<file path="src/rtl/fpu_pkg.sv">
`default_nettype none
// ============================================================================
// Module   : fpu_pkg
// Desc     : Unit indices, op codes, operand-need masks and FSM encoding shared
//            by the FP issue controller.
// Revision : 1.0
// ============================================================================
package fpu_pkg;

    localparam int N_UNITS = 7;

    localparam logic [2:0] U_ADDSUB  = 3'd0;
    localparam logic [2:0] U_MUL     = 3'd1;
    localparam logic [2:0] U_DIV     = 3'd2;
    localparam logic [2:0] U_COMP    = 3'd3;
    localparam logic [2:0] U_FCVTSW  = 3'd4;
    localparam logic [2:0] U_FCVTWS  = 3'd5;
    localparam logic [2:0] U_FSQRTS  = 3'd6;
    localparam logic [2:0] U_ILLEGAL = 3'd7;

    localparam logic [7:0] OP_ADD = 8'h00;
    localparam logic [7:0] OP_SUB = 8'h01;
    localparam logic [7:0] OP_EQ  = 8'h14;
    localparam logic [7:0] OP_LT  = 8'h0C;
    localparam logic [7:0] OP_LE  = 8'h1C;

    // Bit i set when unit i consumes that operand channel
    localparam logic [N_UNITS-1:0] NEEDS_B  = 7'b0001111;
    localparam logic [N_UNITS-1:0] NEEDS_OP = 7'b0001001;

    typedef enum logic [4:0] {
        S_IDLE = 5'b00001,
        S_SEND = 5'b00010,
        S_WAIT = 5'b00100,
        S_DONE = 5'b01000,
        S_FAIL = 5'b10000
    } state_t;

    function automatic logic [N_UNITS-1:0] unit_onehot(input logic [2:0] u);
        logic [N_UNITS-1:0] oh;
        oh = '0;
        for (int i = 0; i < N_UNITS; i++) begin
            if (u == 3'(i)) oh[i] = 1'b1;
        end
        return oh;
    endfunction

endpackage
`default_nettype wire

</file>
<file path="src/rtl/fpu_issue_ctrl_if.sv">
`default_nettype none
// ============================================================================
// Module   : fpu_issue_ctrl_if
// Desc     : AXI4-Stream operand/result bundle between issue controller and
//            the FP units.
// Revision : 1.0
// ============================================================================
interface fpu_issue_ctrl_if #(
    parameter int DATA_W    = 32,
    parameter int NUM_UNITS = 7
);
    logic [DATA_W-1:0]           A_TDATA;
    logic [DATA_W-1:0]           B_TDATA;
    logic [7:0]                  OP_TDATA;
    logic [NUM_UNITS-1:0]        A_TVALID;
    logic [NUM_UNITS-1:0]        B_TVALID;
    logic [NUM_UNITS-1:0]        OP_TVALID;
    logic [NUM_UNITS-1:0]        A_TREADY;
    logic [NUM_UNITS-1:0]        B_TREADY;
    logic [NUM_UNITS-1:0]        OP_TREADY;
    logic [NUM_UNITS*DATA_W-1:0] R_TDATA;
    logic [NUM_UNITS-1:0]        R_TVALID;
    logic [NUM_UNITS-1:0]        R_TREADY;

    modport master (
        output A_TDATA, B_TDATA, OP_TDATA, A_TVALID, B_TVALID, OP_TVALID, R_TREADY,
        input  A_TREADY, B_TREADY, OP_TREADY, R_TDATA, R_TVALID
    );

    modport slave (
        input  A_TDATA, B_TDATA, OP_TDATA, A_TVALID, B_TVALID, OP_TVALID, R_TREADY,
        output A_TREADY, B_TREADY, OP_TREADY, R_TDATA, R_TVALID
    );

endinterface
`default_nettype wire

</file>
<file path="src/rtl/axis_src_hold.sv">
`default_nettype none
// ============================================================================
// Module   : axis_src_hold
// Desc     : One operand channel: per-unit TVALID plus shared TDATA, held until
//            the selected unit accepts it.
// Revision : 1.0
// ============================================================================
module axis_src_hold #(
    parameter int DATA_W    = 32,
    parameter int NUM_UNITS = 7
) (
    input  wire logic                 clk,
    input  wire logic                 rst,
    input  wire logic                 i_load,
    input  wire logic [NUM_UNITS-1:0] i_sel,
    input  wire logic [DATA_W-1:0]    i_data,
    input  wire logic                 i_abort,
    input  wire logic [NUM_UNITS-1:0] i_ready,
    output logic [NUM_UNITS-1:0]      o_valid,
    output logic [DATA_W-1:0]         o_data,
    output logic                      o_pending
);

    // Still owed after the coming edge (not accepted this cycle)
    assign o_pending = |(o_valid & ~i_ready);

    always_ff @(posedge clk) begin
        if (rst) begin
            o_valid <= '0;
            o_data  <= '0;
        end else if (i_abort) begin
            o_valid <= '0;
        end else if (i_load) begin
            o_valid <= i_sel;
            o_data  <= i_data;
        end else if (|(o_valid & i_ready)) begin
            o_valid <= '0;
        end
    end

endmodule
`default_nettype wire

</file>
<file path="src/rtl/fpu_issue_ctrl.sv">
`default_nettype none
// ============================================================================
// Module   : fpu_issue_ctrl
// Desc     : Issues one FP operation at a time to the selected AXI4-Stream FP
//            unit, collects its result and reports DONE/ERR to the core.
// Revision : 1.0
// ============================================================================
module fpu_issue_ctrl
    import fpu_pkg::*;
#(
    parameter int DATA_W         = 32,
    parameter int NUM_UNITS      = 7,
    parameter int TIMEOUT_CYCLES = 1024,
    parameter int CNT_W          = $clog2(TIMEOUT_CYCLES + 1)
) (
    input  wire logic              CLK,
    input  wire logic              RST,
    input  wire logic              START,
    input  wire logic [2:0]        UNIT,
    input  wire logic [7:0]        SUBOP,
    input  wire logic [DATA_W-1:0] SRC_A,
    input  wire logic [DATA_W-1:0] SRC_B,
    output logic                   BUSY,
    output logic                   DONE,
    output logic                   ERR,
    output logic [DATA_W-1:0]      RESULT,
    fpu_issue_ctrl_if.master       axis
);

    state_t               r_state;
    logic [NUM_UNITS-1:0] r_sel;
    logic [NUM_UNITS-1:0] r_r_ready;
    logic [CNT_W-1:0]     r_cnt;

    logic [NUM_UNITS-1:0] w_sel;
    logic                 w_in_idle;
    logic                 w_accept;
    logic                 w_illegal;
    logic                 w_active;
    logic                 w_result;
    logic                 w_timeout;
    logic                 w_a_left;
    logic                 w_b_left;
    logic                 w_op_left;
    logic [DATA_W-1:0]    w_r_data;

    assign w_sel     = unit_onehot(UNIT);
    assign w_in_idle = (r_state == S_IDLE);
    assign w_accept  = w_in_idle && START && (UNIT != U_ILLEGAL);
    assign w_illegal = w_in_idle && START && (UNIT == U_ILLEGAL);
    assign w_active  = (r_state == S_SEND) || (r_state == S_WAIT);
    assign w_result  = (r_state == S_WAIT) && |(axis.R_TVALID & r_sel);
    // A result accepted on the final cycle has already been handshaken, so keep it
    assign w_timeout = w_active && (r_cnt == CNT_W'(TIMEOUT_CYCLES - 1)) && !w_result;

    always_comb begin
        w_r_data = '0;
        for (int i = 0; i < NUM_UNITS; i++) begin
            if (r_sel[i]) w_r_data = w_r_data | axis.R_TDATA[i*DATA_W +: DATA_W];
        end
    end

    axis_src_hold #(.DATA_W(DATA_W), .NUM_UNITS(NUM_UNITS)) u_src_a (
        .clk(CLK), .rst(RST), .i_load(w_accept), .i_sel(w_sel), .i_data(SRC_A),
        .i_abort(w_timeout), .i_ready(axis.A_TREADY),
        .o_valid(axis.A_TVALID), .o_data(axis.A_TDATA), .o_pending(w_a_left)
    );

    axis_src_hold #(.DATA_W(DATA_W), .NUM_UNITS(NUM_UNITS)) u_src_b (
        .clk(CLK), .rst(RST), .i_load(w_accept), .i_sel(w_sel & NEEDS_B), .i_data(SRC_B),
        .i_abort(w_timeout), .i_ready(axis.B_TREADY),
        .o_valid(axis.B_TVALID), .o_data(axis.B_TDATA), .o_pending(w_b_left)
    );

    axis_src_hold #(.DATA_W(8), .NUM_UNITS(NUM_UNITS)) u_src_op (
        .clk(CLK), .rst(RST), .i_load(w_accept), .i_sel(w_sel & NEEDS_OP), .i_data(SUBOP),
        .i_abort(w_timeout), .i_ready(axis.OP_TREADY),
        .o_valid(axis.OP_TVALID), .o_data(axis.OP_TDATA), .o_pending(w_op_left)
    );

    assign axis.R_TREADY = r_r_ready;

    always_ff @(posedge CLK) begin
        if (RST) begin
            r_state   <= S_IDLE;
            r_sel     <= '0;
            r_r_ready <= '0;
            r_cnt     <= '0;
            BUSY      <= 1'b0;
            DONE      <= 1'b0;
            ERR       <= 1'b0;
            RESULT    <= '0;
        end else begin
            DONE <= 1'b0;
            ERR  <= 1'b0;
            case (r_state)
                S_IDLE: begin
                    if (w_accept) begin
                        r_state <= S_SEND;
                        r_sel   <= w_sel;
                        r_cnt   <= '0;
                        BUSY    <= 1'b1;
                    end else if (w_illegal) begin
                        r_state <= S_FAIL;
                        ERR     <= 1'b1;
                        RESULT  <= '0;
                        BUSY    <= 1'b1;
                    end
                end
                S_SEND: begin
                    r_cnt <= r_cnt + 1'b1;
                    if (w_timeout) begin
                        r_state <= S_FAIL;
                        ERR     <= 1'b1;
                        RESULT  <= '0;
                    end else if (!(w_a_left || w_b_left || w_op_left)) begin
                        r_state   <= S_WAIT;
                        r_r_ready <= r_sel;
                    end
                end
                S_WAIT: begin
                    r_cnt <= r_cnt + 1'b1;
                    if (w_result) begin
                        r_state   <= S_DONE;
                        DONE      <= 1'b1;
                        RESULT    <= w_r_data;
                        r_r_ready <= '0;
                    end else if (w_timeout) begin
                        r_state   <= S_FAIL;
                        ERR       <= 1'b1;
                        RESULT    <= '0;
                        r_r_ready <= '0;
                    end
                end
                S_DONE, S_FAIL: begin
                    r_state <= S_IDLE;
                    BUSY    <= 1'b0;
                end
                default: begin
                    r_state   <= S_IDLE;
                    r_r_ready <= '0;
                    BUSY      <= 1'b0;
                end
            endcase
        end
    end

endmodule
`default_nettype wire

</file>
<file path="src/flat_wrapper.sv">
// flat-port wrapper written by rule: the top's interface ports become plain ports
module fpu_issue_ctrl_flat import fpu_pkg::*;
#(
    parameter int DATA_W         = 32,
    parameter int NUM_UNITS      = 7,
    parameter int TIMEOUT_CYCLES = 1024,
    parameter int CNT_W          = $clog2(TIMEOUT_CYCLES + 1)
)
  (CLK, RST, START, UNIT, SUBOP, SRC_A, SRC_B, BUSY, DONE, ERR, RESULT, axis_A_TDATA, axis_B_TDATA, axis_OP_TDATA, axis_A_TVALID, axis_B_TVALID, axis_OP_TVALID, axis_R_TREADY, axis_A_TREADY, axis_B_TREADY, axis_OP_TREADY, axis_R_TDATA, axis_R_TVALID);
  fpu_issue_ctrl_if #(.DATA_W(DATA_W), .NUM_UNITS(NUM_UNITS)) axis_i ();
  input  wire logic CLK;
  input  wire logic RST;
  input  wire logic START;
  input  wire logic [2:0] UNIT;
  input  wire logic [7:0] SUBOP;
  input  wire logic [DATA_W-1:0] SRC_A;
  input  wire logic [DATA_W-1:0] SRC_B;
  output logic BUSY;
  output logic DONE;
  output logic ERR;
  output logic [DATA_W-1:0] RESULT;
  output wire logic [$bits(axis_i.A_TDATA)-1:0] axis_A_TDATA;
  output wire logic [$bits(axis_i.B_TDATA)-1:0] axis_B_TDATA;
  output wire logic [$bits(axis_i.OP_TDATA)-1:0] axis_OP_TDATA;
  output wire logic [$bits(axis_i.A_TVALID)-1:0] axis_A_TVALID;
  output wire logic [$bits(axis_i.B_TVALID)-1:0] axis_B_TVALID;
  output wire logic [$bits(axis_i.OP_TVALID)-1:0] axis_OP_TVALID;
  output wire logic [$bits(axis_i.R_TREADY)-1:0] axis_R_TREADY;
  input wire logic [$bits(axis_i.A_TREADY)-1:0] axis_A_TREADY;
  input wire logic [$bits(axis_i.B_TREADY)-1:0] axis_B_TREADY;
  input wire logic [$bits(axis_i.OP_TREADY)-1:0] axis_OP_TREADY;
  input wire logic [$bits(axis_i.R_TDATA)-1:0] axis_R_TDATA;
  input wire logic [$bits(axis_i.R_TVALID)-1:0] axis_R_TVALID;
  assign axis_A_TDATA = axis_i.A_TDATA;
  assign axis_B_TDATA = axis_i.B_TDATA;
  assign axis_OP_TDATA = axis_i.OP_TDATA;
  assign axis_A_TVALID = axis_i.A_TVALID;
  assign axis_B_TVALID = axis_i.B_TVALID;
  assign axis_OP_TVALID = axis_i.OP_TVALID;
  assign axis_R_TREADY = axis_i.R_TREADY;
  assign axis_i.A_TREADY = axis_A_TREADY;
  assign axis_i.B_TREADY = axis_B_TREADY;
  assign axis_i.OP_TREADY = axis_OP_TREADY;
  assign axis_i.R_TDATA = axis_R_TDATA;
  assign axis_i.R_TVALID = axis_R_TVALID;
  fpu_issue_ctrl #(.DATA_W(DATA_W), .NUM_UNITS(NUM_UNITS), .TIMEOUT_CYCLES(TIMEOUT_CYCLES), .CNT_W(CNT_W)) u_core (.CLK(CLK), .RST(RST), .START(START), .UNIT(UNIT), .SUBOP(SUBOP), .SRC_A(SRC_A), .SRC_B(SRC_B), .BUSY(BUSY), .DONE(DONE), .ERR(ERR), .RESULT(RESULT), .axis(axis_i));
endmodule
</file>
<file path="config.mk">
export PLATFORM = sky130hd
export DESIGN_NAME = fpu_issue_ctrl_flat
export DESIGN_NICKNAME = d
export VERILOG_FILES = /design/src/rtl/fpu_pkg.sv /design/src/rtl/fpu_issue_ctrl_if.sv /design/src/rtl/axis_src_hold.sv /design/src/rtl/fpu_issue_ctrl.sv /design/src/flat_wrapper.sv
export SDC_FILE = /design/constraint.sdc
export NUM_CORES = 1
export LEC_CHECK = 0
export BUFFER_PORTS_ARGS = -buffer_cell sky130_fd_sc_hd__buf_2
export CORE_ASPECT_RATIO = 0.9
export CORE_MARGIN = 4
export CORE_UTILIZATION = 25
export CTS_CLUSTER_DIAMETER = 150
export DETAILED_ROUTE_END_ITERATION = 10
export GPL_ROUTABILITY_DRIVEN = 0
export PLACE_DENSITY = 0.58
export SLEW_MARGIN = 20
export SYNTH_ARGS = -nofsm -noshare
export SYNTH_HDL_FRONTEND = slang
export SYNTH_HIERARCHICAL = 1
export SYNTH_SLANG_ARGS = --single-unit
</file>
<file path="constraint.sdc">
create_clock -name CLK -period 2.7 [get_ports CLK]
set_input_delay 0.54 -clock CLK [delete_from_list [all_inputs] [get_ports CLK]]
set_output_delay 0.54 -clock CLK [all_outputs]
set_load 0.02 [all_outputs]
</file>
# Word-level counts from Yosys, hierarchy flattened
# Index checks and enable logic that the tools add are counted.
dict set report word_totals {
  register_bits 150
  in_bits 330
  output_inout_bits 135
}
dict set report op_classes {
  addsub 1
  n_eq_ne 22
  n_mux 48
  bitwise 20
  reduce_logical 34
}
# operator count
set op_table {}
lappend op_table {{two-way mux 32 bit} 11}
lappend op_table {{OR 32 bit} 6}
lappend op_table {{case mux 32 bit (3 select lines)} 1}
lappend op_table {{OR reduction 7 bit} 7}
lappend op_table {{two-way mux 7 bit} 6}
lappend op_table {{two-way mux 5 bit} 6}
lappend op_table {{AND 4 x 7 -> 7 bit} 4}
lappend op_table {{case mux 11 bit (2 select lines)} 1}
lappend op_table {{AND 7 bit} 3}
lappend op_table {{inverter 7 bit} 3}
lappend op_table {{case mux 7 bit (3 select lines)} 1}
lappend op_table {{two-way mux 4 bit} 4}
lappend op_table {{case mux 5 bit (3 select lines)} 1}
lappend op_table {{two-way mux 1 bit} 14}
lappend op_table {{== test 3 bit, second input constant} 4}
lappend op_table {{adder 11 x 1 -> 11 bit, second input constant} 1}
lappend op_table {{== test 11 x 10 -> 1 bit, second input constant} 1}
lappend op_table {{two-way mux 11 bit} 1}
lappend op_table {{!= test 2 bit, second input constant} 5}
lappend op_table {{!= test 3 bit, second input constant} 3}
lappend op_table {{AND reduction 2 bit} 4}
lappend op_table {{nonzero test 2 bit} 4}
lappend op_table {{== test 3 x 2 -> 1 bit, second input constant} 2}
lappend op_table {{logical AND 1 bit} 6}
lappend op_table {{18 further kinds} 26}

# Logic depth before layout (Yosys ltp)
# Gate-level depths: netlist of the first run.
dict set report logic_depth {
  depth_word 15
  ltp_mapped 10
  ltp_nobuf 8
}

# Hierarchy
# The synthesis of the first run kept the hierarchy.
# module instances cells_per_inst area_each_um2 seq_area_each_um2
set by_module_without_submodules {}
lappend by_module_without_submodules {fpu_issue_ctrl 1 495 4081.4 1301.2}
lappend by_module_without_submodules {{axis_src_hold at u_core.u_src_a ...} 2 171 1432.6 780.7}
lappend by_module_without_submodules {{axis_src_hold at u_core.u_src_op} 1 66 636.9 300.3}

# Worst setup path before layout of the first run
# No wires, ideal clock.
dict set report synth_timing {
  path_kind {in2reg}
  start {input port axis_R_TVALID[0]}
  end {register u_core.u_src_a.o_data[0]}
  setup_ns 0.070
  arrival_ns 2.513
  required_time_ns 2.630
  slack_ns 0.117
  stages 9
  n_path_buf 2
  path_cell_list {a222oi_1 -> and3_1 -> nor2_2 -> nor2_1 -> nand2b_1 -> clkbuf_1 -> buf_2 -> nand2_1 -> a21oi_1}
}
dict set report synth_via {
  elab_chain_cells 7
}
# item line_no
set synth_rtl {}
lappend synth_rtl {{from (decl)} flat_wrapper.sv:33} ;# input wire logic [$bits(axis_i.R_TVALID)-1:0] axis_R_TVALID;
lappend synth_rtl {{AND 7 bit} fpu_issue_ctrl.sv:52} ;# assign w_result = (r_state == S_WAIT) && |(axis.R_TVALID & r_sel);
lappend synth_rtl {{OR reduction 7 bit} fpu_issue_ctrl.sv:52}
lappend synth_rtl {{logical AND 1 bit} fpu_issue_ctrl.sv:52}
lappend synth_rtl {{logical NOT 1 bit} fpu_issue_ctrl.sv:54} ;# assign w_timeout = w_active && (r_cnt == CNT_W'(TIMEOUT_CYCLES - 1)) && !w_result;
lappend synth_rtl {{logical AND 1 bit} fpu_issue_ctrl.sv:54}
lappend synth_rtl {{via u_core.w_timeout} fpu_issue_ctrl.sv:41} ;# logic w_timeout;
lappend synth_rtl {{inverter 1 bit (no source line)} -}
lappend synth_rtl {{AND reduction 2 bit (no source line)} -}
lappend synth_rtl {{to (signal assigned)} axis_src_hold.sv:35} ;# o_data <= i_data;
lappend synth_rtl {{to (decl)} axis_src_hold.sv:20} ;# output logic [DATA_W-1:0] o_data,
# The timed path passes the listed nets, and every way through them passes these cells.
# A chain may end at the register's enable or synchronous reset.

# Worst setup path in the final report of the first run
dict set report layout_timing {
  start {register u_core.r_state[1]}
  end {register u_core.u_src_op.o_data[5]}
}
dict set report layout_via {
  word_cells_on_any_way 12
  classes_between {eq/ne (3); bitwise (1); reduce/logical (8)}
}
# item line_no
set layout_rtl {}
lappend layout_rtl {{from (decl)} fpu_issue_ctrl.sv:30} ;# state_t r_state;
lappend layout_rtl {{from (signal assigned)} fpu_issue_ctrl.sv:85} ;# r_state <= S_IDLE;
lappend layout_rtl {{from (signal assigned)} fpu_issue_ctrl.sv:99} ;# r_state <= S_SEND;
lappend layout_rtl {{from (signal assigned)} fpu_issue_ctrl.sv:104} ;# r_state <= S_FAIL;
lappend layout_rtl {{== test 5 x 1 -> 1 bit} fpu_issue_ctrl.sv:48} ;# assign w_in_idle = (r_state == S_IDLE);
lappend layout_rtl {{logical AND 1 bit (2 in series)} fpu_issue_ctrl.sv:49} ;# assign w_accept = w_in_idle && START && (UNIT != U_ILLEGAL);
lappend layout_rtl {{via u_core.w_accept} fpu_issue_ctrl.sv:37} ;# logic w_accept;
lappend layout_rtl {{AND reduction 2 bit (no source line)} -}
lappend layout_rtl {{to (signal assigned)} axis_src_hold.sv:35}
lappend layout_rtl {{to (decl)} axis_src_hold.sv:20}
# The timed path passes the listed nets, and every way through them passes these cells.

==> summary.md, run 1 <==
| Metric | Value |
|---|---|
| Layout cell share with drive strength beyond 1 | `0.4117` |
| Area post-placement | `between 10000 and 15000 um^2` |
| Antenna Nets Post-Route | `0` |
| Clock Path Buffers | `2` |
| Worst hold margin | `roughly 330 ps` |
| Setup TNS | `0 ps` |
| CTS Root Cell | `clkbuf_16` |
| Worst hold path class | `in2reg` |
| Fill cell count | `around 3200` |
| Post-CTS Setup Inserts | `0` |
| # hold bufs at CTS | `0` |
| Utilization after layout | `0.3654` |
| Initial Utilization | `0.2538` |
| Die height | `173.2 um` |
| Met1 Use GR | `0.2847` |
| Worst-margin pin slew | `1035 ps` |
| R2R Setup Slk | `between 200 and 300 ps` |
| Synthesis-to-layout area growth | `43.97%` |
| PnR Total Power | `5.986 mW` |
| Post-synth EDFFs | `0` |
| Pwr Density | `around 550 nW/um^2` |
| Wire per inst | `a little over 20 um` |
| Clock slew at reported path FFs | `about 70 ps` |
| Drc violations | `0` |
| CTS tree | `built` |
| DR pass1 iterations | `10` |
| Core box area | `between 20000 and 30000 um^2` |
| CP Class | `reg2reg` |
| Worst VDD drop | `roughly 430 uV` |
| GR met2 Demand/Resource | `0.3060` |
| Most used routing layer | `met2` |
| Largest net degree at the start of global routing | `72` |
| Final Cell Area | `~11000 um^2` |
| Htree depth | `4` |
| Port Buf Inserts | `~460` |
| Post-DP HPWL | `roughly 27 mm` |
| Total die area | `between 30000 and 40000 um^2` |
| Setup crit end kind | `flip-flop` |
| Max-cap violations | `0` |
| Syn_area_per_cell | `between 8 and 9 um^2` |
| Top cells by area, synth | `dfxtp_1 (42%), a22oi_1 (8.9%), nand2_1 (7.6%)` |
| Slew HR | `0.3086` |
| Tcrit/Tclk final | `0.9037` |
| I/O pins | `465` |
| WL final | `~36 mm` |
| Clk_lat worst skew | `440 ps` |
| #FFs+latches synth | `158` |
| Tot GR Track Use | `0.2041` |
| Initial antenna violation count | `6` |
| Via-to-Cell Ratio | `approximately 5.1` |
| Fin. Hold Viols | `0` |
| First-pass GRT wire length | `approximately 53 mm` |
| Cts repair resizes | `0` |
| Via count | `about 9000` |
| Main synth FF type | `dfxtp_1` |
| Leakage | `about 5 nW` |
| Cells after Synth | `903` |
| Layout net count | `between 1500 and 2000` |
| Largest area contributor in the netlist | `dfxtp_1` |
| Startpoint types | `flip-flop` |
| Clock sink count | `158` |
| Post-Syn Area | `between 7000 and 8000 um^2` |
| Outcome | `finished clean` |
| Synth top area share | `0.4171` |
| Asr flop ratio synth | `0` |
| Fmax | `slightly above 0.4 GHz` |
| Row count | `60` |
| Iteration-0 DRC Markers | `929` |
| Setup-failing EPs final | `0` |
| CTS Buf Count | `17` |
| RSZ-0062 raised after global routing | `no` |
| GR Util met3 | `0.06625` |
| Final Skew | `approximately 16 ps` |
| Crit-path max FO | `16` |
| Vias in the first global route | `9000` |
| Fin. max-slew vios | `0` |
| WP data arrival | `between 2000 and 3000 ps` |
| Synth cell types | `52` |
| Total grt overflow | `0` |
| WP data required | `slightly above 3000 ps` |
| Die Wd | `191.6 um` |
| Register area share after synthesis | `0.4171` |
| Fin crit period | `roughly 2400 ps` |
| Ys Warns | `6` |
==> cells by family after synthesis <==
group / count (synthesis) / synth area share
AO/OA/AOI/OAI: 319 / 0.3089
AND/OR/NAND/NOR: 313 / 0.2016
flip-flops: 158 / 0.4171
buffers and inverters: 103 / 0.06105
XOR/XNOR: 8 / 0.009240
adder cells (fa/ha/maj): 1 / 0.001650
other: 1 / 0.0004945
==> synthesized netlist by cell type, types with 4 or more instances <==
cell,n
dfxtp_1,158
nand2_1,153
a21oi_1,114
a22oi_1,90
nand3_1,73
clkbuf_1,56
a222oi_1,39
a32o_1,21
inv_1,20
nor2_1,19
buf_2,18
nand2b_1,14
a22oi_2,13
nor3_1,13
a32oi_1,9
o21ai_0,8
nor3b_1,7
and3_1,6
xor2_1,6
buf_6,5
nor2b_1,5
o21ai_1,4
==> state kept, by name, summed over array words and instances (netlist names) <==
| register | cells |
|---|---|
| u_core/axis.R_TREADY | 7 |
| u_core/u_src_op/o_valid | 7 |
| u_core/r_cnt | 11 |
| u_core/BUSY | 1 |
| u_core/ERR | 1 |
| u_core/u_src_op/o_data | 8 |
| u_core/u_src_b/o_data | 32 |
| u_core/r_sel | 7 |
| u_core/DONE | 1 |
| u_core/u_src_b/o_valid | 7 |
| u_core/u_src_a/o_valid | 7 |
| u_core/r_state | 5 |
| u_core/u_src_a/o_data | 32 |
| u_core/RESULT | 32 |
==> path summary, 6_finish.rpt <==
path	end	from	cells past startpoint
hold / removal	u_core/u_src_b/o_data[16]	SRC_B[16]	3
setup / recovery	u_core/u_src_op/o_data[5]	u_core/r_state[1]	8
setup reg to reg	u_core/u_src_op/o_data[5]	u_core/r_state[1]	8
hold reg to reg	u_core/u_src_b/o_data[19]	u_core/u_src_b/o_data[19]	2
==> cell usage in the layout, fill, tap and decap left out, types with 4 or more instances in the layout <==
| cell type | Yosys | layout |
|---|---|---|
| a21oi_1 | 114 | 114 |
| a222oi_1 | 39 | 39 |
| a22oi_1 | 90 | 90 |
| a22oi_2 | 13 | 13 |
| a32o_1 | 21 | 21 |
| a32oi_1 | 9 | 9 |
| and3_1 | 6 | 6 |
| buf_12 | 0 | 5 |
| buf_2 | 18 | 463 |
| buf_4 | 0 | 25 |
| clkbuf_16 | 0 | 17 |
| clkinv_4 | 1 | 4 |
| conb_1 | 1 | 8 |
| dfxtp_1 | 158 | 158 |
| diode_2 | 0 | 5 |
| inv_1 | 20 | 20 |
| nand2_1 | 153 | 153 |
| nand2b_1 | 14 | 14 |
| nand3_1 | 73 | 73 |
| nor2_1 | 19 | 18 |
| nor2_4 | 2 | 4 |
| nor3_1 | 13 | 13 |
| nor3b_1 | 7 | 7 |
| o21ai_0 | 8 | 8 |
| xor2_1 | 6 | 6 |
==> metal layers <==
layer | vias to the layer above | share of wire
met5 | - | 0.00020
met4 | 2 | 0.019
met3 | 41 | 0.094
met2 | 403 | 0.43
met1 | 4352 | 0.45
li1 | 4261 | -
==> worst max-delay path, cell delays in order, from the launching register on <==
cell      delay, ps
dfxtp_1         370
or4b_1          620
nor2_4          160
nand2_4          70
clkinv_4         50
buf_4           260
nor2b_1         560
nand2_1         130
a21oi_1         140
==> metrics by stage <==
stage	std cells	worst slack (ps)
after floorplan	910	116.7
after global placement	1724	181.7
after detailed placement	1724	153.7
after CTS	1756	252.6
after global routing	1759	49.83
final	1761	260.0
==> power breakdown <==
| part | leakage (nW) | internal (mW) | total, mW | switching [mW] |
|---|---|---|---|---|
| Combinational | 3.35 | 0.478 | 1.21 | 0.729 |
| Clock | 0.258 | 1.24 | 2.28 | 1.04 |
| Sequential | 1.29 | 2.44 | 2.50 | 0.0649 |
| Total | 4.89 | 4.15 | 5.99 | 1.84 |
==> final cells by class <==
cell class / instances / area [um^2] / share of cell area
Sequential cell: 158 / 3163 / 0.2897
Multi-Input combinational cell: 649 / 4005 / 0.3668
Timing Repair Buffer: 493 / 2605 / 0.2386
Tap cell: 403 / 504.2 / 0.04618
Antenna cell: 5 / 12.51 / 0.001146
Inverter: 21 / 83.83 / 0.007678
Clock buffer: 22 / 464.2 / 0.04252
Clock inverter: 10 / 80.08 / 0.007334
(Power assumes the default switching activity.)
==> run 2, diff against run 1 <==
--- a/config.mk
+++ b/config.mk
@@ -12,7 +12,7 @@
 export CTS_CLUSTER_DIAMETER = 150
 export DETAILED_ROUTE_END_ITERATION = 10
 export GPL_ROUTABILITY_DRIVEN = 0
-export PLACE_DENSITY = 0.58
+export PLACE_DENSITY = 0.53
 export SLEW_MARGIN = 20
 export SYNTH_ARGS = -nofsm -noshare
 export SYNTH_HDL_FRONTEND = slang
==> run 2 against run 1 <==
Utilization is 0.21 points higher. Clock-buffer cell count shrank 4. Highest routed layer unchanged. First-iteration DRC count decreased by 16%. Critical path type unchanged. Register-to-register slack better by 90 ps. Sequential share of layout area decreased by 0.16 points. Maximum frequency is 3.7% higher. Final cell count decreased by 0.11%.
==> summary.md, run 2 (synthesized netlist as in run 1, its figures left out) <==
| Metric | Value |
|---|---|
| Largest net degree at the start of global routing | `between 50 and 60` |
| WL final | `between 30 and 40 mm` |
| Utilization after layout | `0.3675` |
| Layout net count | `around 1700` |
| Die Wd | `191.6 um` |
| I/O pins | `465` |
| Clock sink count | `around 160` |
| Fin. max-slew vios | `0` |
| WP data arrival | `~2700 ps` |
| Post-DP HPWL | `between 20 and 30 mm` |
| Leakage | `just under 5 nW` |
| CP Class | `reg2reg` |
| Worst hold margin | `about 340 ps` |
| Htree depth | `4` |
| DR pass1 iterations | `8` |
| Iteration-0 DRC Markers | `a little under 800` |
| Cts repair resizes | `0` |
| Pre-CTS WS | `195.5 ps` |
| Commonest non-fill, non-tap cell in the layout | `buf_2` |
| Fin. Hold Viols | `0` |
| Tot GR Track Use | `0.2000` |
| First-pass GRT wire length | `~52 mm` |
| Max-cap violations | `0` |
| CTS Buf Count | `17` |
| PnR Total Power | `6.169 mW` |
| Fin crit period | `between 2000 and 2500 ps` |
| Setup crit end kind | `flip-flop` |
| Startpoint types | `flip-flop` |
| Outcome | `finished clean` |
| Initial antenna violation count | `8` |
| Via-to-Cell Ratio | `about 5` |
| Tcrit/Tclk final | `0.8717` |
| Worst hold path class | `in2reg` |
| Clock Path Buffers | `2` |
| Total grt overflow | `0` |
| Via count | `~8900` |
| Initial Utilization | `0.2538` |
| Pwr Density | `approximately 560 nW/um^2` |
| Die height | `about 170 um` |
| Layout cell share with drive strength beyond 1 | `0.4136` |
| Worst VDD drop | `about 450 uV` |
| Slew HR | `0.3314` |
| Synthesis-to-layout area growth | `44.78%` |
| Row count | `60` |
| Post-Layout Cell Count | `1759` |
| Biggest regs | `u_core/RESULT (32), u_core/u_src_a/o_data (32), u_core/u_src_b/o_data (32)` |
| Clock slew at reported path FFs | `70 ps` |
| # hold bufs at CTS | `0` |
| CTS Root Cell | `clkbuf_16` |
| WP data required | `around 3000 ps` |
| Fmax | `around 0.42 GHz` |
| Commonest cells after routing, fill and taps aside | `buf_2 (463), dfxtp_1 (158), nand2_1 (153)` |
| Crit-path max FO | `11` |
| Wire per inst | `~20 um` |
| CTS tree | `built` |
| Antenna Nets Post-Route | `0` |
| Worst-margin pin slew | `around 1000 ps` |
| Drc violations | `0` |
| Clk_lat worst skew | `around 430 ps` |
| Total die area | `33190 um^2` |
| Port Buf Inserts | `roughly 460` |
| Vias in the first global route | `8498` |
| RSZ-0062 raised after global routing | `no` |
| Final Skew | `between 15 and 20 ps` |
| Dpl cells | `between 1500 and 2000` |
| Final Cell Area | `approximately 11000 um^2` |
| R2R Setup Slk | `350 ps` |
| Worst Slack Setup Final | `346.4 ps` |
| Area post-placement | `10380 um^2` |
| Setup-failing EPs final | `0` |
| Core box area | `~30000 um^2` |
| Post-CTS Setup Inserts | `0` |
| Setup TNS | `0 ps` |
[run 2: worst max-delay path, stage by stage, from the launching register on]
cell and delay (ps):
dfxtp_1 350, nor3_2 420, nand3b_1 350, nor2_4 190, nor2_1 80, buf_12 150, nand2b_1 190, nor2_1 380
a32o_1 190
[run 2: final cells by class]
cell class	instances	area, um^2
clock buffers	18	439.2
repair buffers	494	2625
inverters	21	83.83
clock inverters	14	156.4
diodes	2	5.005
fillers	3215	18900
well taps	403	504.2
multi-input cells	649	4003
flip-flops and latches	158	3163
[run 2: layer usage]
| layer | track usage | vias to the layer above | part of all wire | wire [um] |
|---|---|---|---|---|
| met2 | 0.3022 | 359 | 0.45 | 15780 |
| met5 | 0 | - | 0.0011 | 40 |
| li1 | - | 4265 | - | - |
| met4 | 0.03232 | 6 | 0.0089 | 312 |
| met3 | 0.06101 | 24 | 0.083 | 2908 |
| met1 | 0.2864 | 4273 | 0.46 | 16040 |
[run 2: where the power goes]
part / leakage, nW / internal [mW] / switching, mW
clock: 0.286 / 1.40 / 1.06
combinational: 3.36 / 0.481 / 0.723
sequential: 1.29 / 2.44 / 0.0637
total: 4.93 / 4.32 / 1.85
[run 2: path summary, 6_finish.rpt]
kind | from | endpoint | depth (start not counted)
max | u_core/r_state[4] | u_core/u_src_a/o_valid[5] | 8
min | SUBOP[0] | u_core/u_src_op/o_data[0] | 3
max reg2reg | u_core/r_state[4] | u_core/u_src_a/o_valid[5] | 8
min reg2reg | u_core/u_src_b/o_data[8] | u_core/u_src_b/o_data[8] | 2
